**config.mk**
```make
export PLATFORM = sky130hd
export DESIGN_NAME = lsu_ctrl
export DESIGN_NICKNAME = d
export VERILOG_FILES = /design/src/rtl/lsu_pkg.sv /design/src/rtl/lsu_load_align.sv /design/src/rtl/lsu_ctrl.sv
export SDC_FILE = /design/constraint.sdc
export NUM_CORES = 1
export LEC_CHECK = 0
export CORE_UTILIZATION = 42
export CTS_CLUSTER_SIZE = 16
export DETAILED_ROUTE_END_ITERATION = 6
export GPL_TIMING_DRIVEN = 0
export PLACE_DENSITY = 0.92
export RECOVER_POWER = 25
export SYNTH_ARGS = -nofsm -noshare
export SYNTH_HDL_FRONTEND = slang
export SYNTH_SLANG_ARGS = --single-unit
```
**constraint.sdc**
```tcl
create_clock -name clk -period 2.06 [get_ports clk]
set_input_delay 0.309 -clock clk [delete_from_list [all_inputs] [get_ports clk]]
set_output_delay 0.309 -clock clk [all_outputs]
set_load 0.01 [all_outputs]
```
**src/rtl/lsu_pkg.sv**
```systemverilog
// rtl/lsu_pkg.sv - size encodings, FSM states and lane helpers for lsu_ctrl
package lsu_pkg;

  localparam logic [2:0] SX_B  = 3'b000;
  localparam logic [2:0] SX_BU = 3'b001;
  localparam logic [2:0] SX_H  = 3'b010;
  localparam logic [2:0] SX_HU = 3'b011;
  localparam logic [2:0] SX_W  = 3'b100;

  typedef enum logic [1:0] {
    ST_IDLE = 2'd0,
    ST_REQ  = 2'd1,
    ST_WB   = 2'd2
  } lsu_state_t;

  function automatic logic lsu_is_byte(input logic [2:0] size);
    return (size == SX_B) || (size == SX_BU);
  endfunction

  function automatic logic lsu_is_half(input logic [2:0] size);
    return (size == SX_H) || (size == SX_HU);
  endfunction

  // Unlisted size codes fall through to the word rules.
  function automatic logic lsu_aligned(input logic [2:0] size, input logic [1:0] off);
    if (lsu_is_byte(size)) return 1'b1;
    if (lsu_is_half(size)) return ~off[0];
    return off == 2'b00;
  endfunction

  function automatic logic [3:0] lsu_be(input logic [2:0] size, input logic [1:0] off);
    if (lsu_is_byte(size)) return 4'b0001 << off;
    if (lsu_is_half(size)) return off[1] ? 4'b1100 : 4'b0011;
    return 4'b1111;
  endfunction

  function automatic logic [31:0] lsu_wrep(input logic [2:0] size, input logic [31:0] wdata);
    if (lsu_is_byte(size)) return {4{wdata[7:0]}};
    if (lsu_is_half(size)) return {2{wdata[15:0]}};
    return wdata;
  endfunction

endpackage

```
**src/rtl/lsu_load_align.sv**
```systemverilog
// rtl/lsu_load_align.sv - extracts the addressed lane of a read word and extends it
module lsu_load_align
  import lsu_pkg::*;
(
  input  logic [31:0] rdata,
  input  logic [1:0]  offset,
  input  logic [2:0]  size,
  output logic [31:0] data
);

  logic [7:0]  w_byte;
  logic [15:0] w_half;

  always_comb begin
    w_byte = 8'h00;
    case (offset)
      2'd0: w_byte = rdata[7:0];
      2'd1: w_byte = rdata[15:8];
      2'd2: w_byte = rdata[23:16];
      default: w_byte = rdata[31:24];
    endcase
    w_half = offset[1] ? rdata[31:16] : rdata[15:0];
  end

  always_comb begin
    data = rdata;
    case (size)
      SX_B:    data = {{24{w_byte[7]}}, w_byte};
      SX_BU:   data = {24'h0, w_byte};
      SX_H:    data = {{16{w_half[15]}}, w_half};
      SX_HU:   data = {16'h0, w_half};
      default: data = rdata;
    endcase
  end

endmodule

```
**src/rtl/lsu_ctrl.sv**
```systemverilog
// rtl/lsu_ctrl.sv - load/store sequencer: one aligned memory request per access, stall until ack
module lsu_ctrl
  import lsu_pkg::*;
#(
  parameter int ADDR_W = 32
) (
  input  logic              clk,
  input  logic              rst,
  input  logic              load_i,
  input  logic              store_i,
  input  logic [2:0]        sx_size_i,
  input  logic [ADDR_W-1:0] addr_i,
  input  logic [31:0]       wdata_i,
  input  logic [4:0]        rd_i,
  output logic              mem_req_o,
  output logic              mem_we_o,
  output logic [ADDR_W-1:0] mem_addr_o,
  output logic [3:0]        mem_be_o,
  output logic [31:0]       mem_wdata_o,
  input  logic              mem_ack_i,
  input  logic [31:0]       mem_rdata_i,
  output logic              stall_o,
  output logic              delayed_load_o,
  output logic [4:0]        delayed_rd_o,
  output logic [31:0]       load_data_o,
  output logic              misalign_o
);

  lsu_state_t        r_state;
  logic [1:0]        r_off;
  logic [2:0]        r_size;
  logic [4:0]        r_rd;
  logic              r_we;
  logic              r_req;
  logic              r_mem_we;
  logic [ADDR_W-1:0] r_addr;
  logic [3:0]        r_be;
  logic [31:0]       r_wdata;
  logic              r_dload;
  logic [4:0]        r_drd;
  logic [31:0]       r_ldata;

  logic              w_access;
  logic              w_aligned;
  logic              w_accept;
  logic [31:0]       w_ext;

  assign w_access  = load_i | store_i;
  assign w_aligned = lsu_aligned(sx_size_i, addr_i[1:0]);
  assign w_accept  = (r_state == ST_IDLE) && w_access && w_aligned;

  lsu_load_align u_align (
    .rdata  (mem_rdata_i),
    .offset (r_off),
    .size   (r_size),
    .data   (w_ext)
  );

  always_ff @(posedge clk) begin
    if (rst) begin
      r_state  <= ST_IDLE;
      r_off    <= 2'b00;
      r_size   <= 3'b000;
      r_rd     <= 5'd0;
      r_we     <= 1'b0;
      r_req    <= 1'b0;
      r_mem_we <= 1'b0;
      r_addr   <= '0;
      r_be     <= 4'b0000;
      r_wdata  <= 32'h0;
      r_dload  <= 1'b0;
      r_drd    <= 5'd0;
      r_ldata  <= 32'h0;
    end else begin
      case (r_state)
        ST_IDLE: begin
          if (w_accept) begin
            r_off    <= addr_i[1:0];
            r_size   <= sx_size_i;
            r_rd     <= rd_i;
            r_we     <= store_i;
            r_req    <= 1'b1;
            r_mem_we <= store_i;
            r_addr   <= {addr_i[ADDR_W-1:2], 2'b00};
            r_be     <= lsu_be(sx_size_i, addr_i[1:0]);
            r_wdata  <= lsu_wrep(sx_size_i, wdata_i);
            r_state  <= ST_REQ;
          end
        end
        ST_REQ: begin
          // Request fields stay frozen until the ack, then the port is released.
          if (mem_ack_i) begin
            r_req    <= 1'b0;
            r_mem_we <= 1'b0;
            r_addr   <= '0;
            r_be     <= 4'b0000;
            r_wdata  <= 32'h0;
            if (r_we) begin
              r_state <= ST_IDLE;
            end else begin
              r_ldata <= w_ext;
              r_dload <= 1'b1;
              r_drd   <= r_rd;
              r_state <= ST_WB;
            end
          end
        end
        ST_WB: begin
          r_dload <= 1'b0;
          r_drd   <= 5'd0;
          r_ldata <= 32'h0;
          r_state <= ST_IDLE;
        end
        default: r_state <= ST_IDLE;
      endcase
    end
  end

  assign mem_req_o      = r_req;
  assign mem_we_o       = r_mem_we;
  assign mem_addr_o     = r_addr;
  assign mem_be_o       = r_be;
  assign mem_wdata_o    = r_wdata;
  assign delayed_load_o = r_dload;
  assign delayed_rd_o   = r_drd;
  assign load_data_o    = r_ldata;
  assign misalign_o     = (r_state == ST_IDLE) && w_access && !w_aligned;
  assign stall_o        = w_accept || (r_state == ST_REQ);

endmodule

```
==> impl_metrics.ini <==
[critical_path]
cp_data_required_time_ns = 1.75
reg2reg_depth = 4
critPathKind = in -> out
timing.reg2reg.setup_slack_ns = 0.14
crit_path_max_fo = 6
critPathLaunchType = input pin
cp_data_arrival_time_ns = 1.73
worstSetupEndpointType = primary output

[sta]
finalHoldViolCount = 0
maxSlewViolCount = 0
finalSetupViolCount = 0
timing.final.crit_period_ns = 2.034
holdWs_ns = 0.4524
clock-skew-final_ns = 0.01032
slew_headroom = 0.5859
timing_worst_slew_pin_value_ns = 0.6188
fin_crit_share = 0.9874
fmax_ghz = 0.4916
rsz0062_at_grt = true

[yosys]
yosysWarnings = 0
ys_top_cells_by_area = dfxtp_1 (50%), a22o_1 (9.1%), mux2i_1 (8.9%), a21oi_1 (4.5%), o21ai_0 (4.5%)
synth.cell_area_um2 = 4810
synth.ff_latch_count = 119
yosys.cell_types.count = 40
synth-seq-area-share = 0.4953
yosysTopAreaCell = dfxtp_1
avgSynthCellArea_um2 = 9.658
syn-instance-count = 498
post-synth-top-area-fraction = 0.4953

[status]
outcome = completed

[placement]
routabilityCongestion = 0.8862
portBuffers = 215
dpl.cell_count = 854
dpl_hpwl_mm = 12.44

[routing]
wl_per_cell_um = 19.16
detail_route.drc_violations = 0
antenna_violating_nets_left = 0
drt_first_pass_iters = 5
initialDrtViolationCount = 243
detail_route.vias_per_cell = 5.537
routed_wl_mm = 17.01
routed-via-count = 4917

[clocking]
tritoncts.num_buffers = 17
cts-root-to-sink-buffers = 2
cts_max_level = 4
tritoncts = yes
tritoncts_num_sinks = 119
clock_latency_ns = 0.41
clock_root_buffer_master = clkbuf_16
clk_transition_reported_paths_ns = 0.05

[layout]
inserted_diodes = 0
final-instance-count-excl-fill = 888
finalNetCount = 845
final_core_utilization = 0.7116
area_growth_pct = 62.49
post_route_cells_drive_above_1_share = 0.09225

[run]
number_of_violations_of_the_max_capacitance_limit = 0

[die]
floorplan.initialDensity = 0.4379
dieArea_um2 = 11880
core_area_um2 = 10980
die-width_um = 109.0
io_pins = 219
row_count = 38
die-height_um = 109.0

[hold_path]
timing.hold.worst_path_depth = 2
worst_hold_path_type = reg -> reg

[grt]
gr-total-overflow = 0
grt_start_max_net_pins = 17
antenna_found_initial = 0
first_global_vias = 4879
gr-usage-all-layers = 0.2879
first_pass_grt_wire_length_mm = 25.35

[power_and_ir_drop]
vdd_ir_drop_max_v = 0.0005691
leakage_dissipation_nw = 3.142
total_power_w = 0.006863
p_per_area_nw_per_um2 = 878.2
-- repair_timing --
item,4_1_cts,5_1_grt
hold buffers,0,0
setup buffers,0,4
pin swaps,1,1
gates resized for setup,15,22
setup endpoints to repair,69,71
-- cells by family (layout without fill, tap and decap cells) --
group                  count (synthesis)  after routing  synth area share
AND/OR/NAND/NOR                      105            105            0.1069
other                                  1              2         0.0007797
XOR/XNOR                               1              1          0.001821
flip-flops                           119            119            0.4953
multiplexers                          50             50            0.1082
AO/OA/AOI/OAI                        172            172            0.2432
buffers and inverters                 50            299           0.04370
-- flip-flops by register name, summed over array words and instances (netlist names), 2 cells and up --
signal        cells
r_off             2
mem_addr_o       30
load_data_o      32
mem_wdata_o      32
r_size            3
r_rd              5
r_state           2
mem_be_o          4
delayed_rd_o      5
-- cell usage after synthesis --
| cell | count |
|---|---|
| o2bb2ai_1 | 17 |
| clkbuf_1 | 26 |
| a21oi_1 | 43 |
| a221o_1 | 1 |
| a32o_1 | 1 |
| nor2_2 | 1 |
| nand2_1 | 37 |
| nand3_1 | 8 |
| inv_1 | 7 |
| mux4_2 | 1 |
| nor2_1 | 16 |
| conb_1 | 1 |
| buf_2 | 9 |
| buf_1 | 4 |
| o221a_2 | 1 |
| dfxtp_1 | 119 |
| a2111o_1 | 1 |
| o21ai_1 | 2 |
| nand3b_1 | 1 |
| a211oi_1 | 1 |
| or3_1 | 4 |
| or4_1 | 1 |
| mux2i_1 | 43 |
| a32oi_1 | 1 |
| o221ai_1 | 2 |
| and3_1 | 1 |
| buf_4 | 3 |
| xor2_1 | 1 |
| o21ai_0 | 43 |
| nand2b_1 | 19 |
| nor2b_1 | 13 |
| o22ai_1 | 2 |
| nor3_1 | 2 |
| a221oi_1 | 1 |
| a21o_1 | 6 |
| clkinv_1 | 1 |
| nor4_1 | 1 |
| a22o_1 | 50 |
| or2_1 | 1 |
| mux2_2 | 6 |
-- cells in the final DEF (no fill, tap or decap), drive strengths merged, types with 17 or more instances in the layout --
| master | Yosys | layout |
|---|---|---|
| dfxtp | 119 | 119 |
| mux2i | 43 | 43 |
| clkdlybuf4s50 | 0 | 207 |
| nor2 | 17 | 17 |
| nand2 | 37 | 37 |
| nand2b | 19 | 19 |
| a22o | 50 | 50 |
| o2bb2ai | 17 | 17 |
| clkbuf | 26 | 48 |
| a21oi | 43 | 43 |
| buf | 16 | 21 |
| o21ai | 45 | 45 |
-- layer usage --
| layer | wire length [um] | GRT usage | part of all wire | vias to the layer above |
|---|---|---|---|---|
| li1 | - | - | - | 2279 |
| met1 | 6251 | 0.3003 | 0.37 | 2331 |
| met2 | 8695 | 0.5238 | 0.51 | 275 |
| met3 | 1671 | 0.1094 | 0.098 | 32 |
| met4 | 393 | 0.09942 | 0.023 | 0 |
| met5 | 0 | 0 | 0 | - |
-- stage by stage --
step | TNS, ns | cell area (um^2) | setup slack [ns]
2_1_floorplan | 0 | 4813 | 0.1750
3_3_place_gp | -37.55 | 7141 | -0.7894
3_5_place_dp | -41.21 | 7141 | -0.8112
4_1_cts | -0.09129 | 7765 | -0.09129
5_1_grt | -0.02305 | 7815 | -0.02305
6_report | 0 | 7815 | 0.02600
-- final cells by class --
| cell class | instances | area (um^2) |
|---|---|---|
| repair buffers | 219 | 2176 |
| clock buffers | 23 | 467.9 |
| multi-input cells | 330 | 2232 |
| well taps | 140 | 175.2 |
| plain buffers | 41 | 203.9 |
| fillers | 830 | 3168 |
| inverters | 8 | 31.28 |
| clock inverters | 8 | 146.4 |
| flip-flops and latches | 119 | 2382 |
-- worst max-delay path: stages --
cell	delay, ns
dlygate4sd2_1	0.31
or2_1	0.29
a2111o_1	0.44
buf_8	0.16
o21ai_2	0.06
buf_2	0.15
-- power breakdown --
group | internal, W | total [W] | switching [W] | leakage, nW
sequential | 0.00246 | 0.00256 | 0.0000978 | 0.972
combinational | 0.000657 | 0.00123 | 0.000572 | 1.87
clock | 0.00208 | 0.00308 | 0.000998 | 0.297
-- worst paths after layout --
| kind | endpoint | from |
|---|---|---|
| setup / recovery | stall_o | addr_i[1] |
| hold / removal | load_data_o[6] | load_data_o[6] |
| setup reg to reg | mem_wdata_o[1] | r_state[1] |
| hold reg to reg | load_data_o[6] | load_data_o[6] |
(Power assumes the default switching activity.)
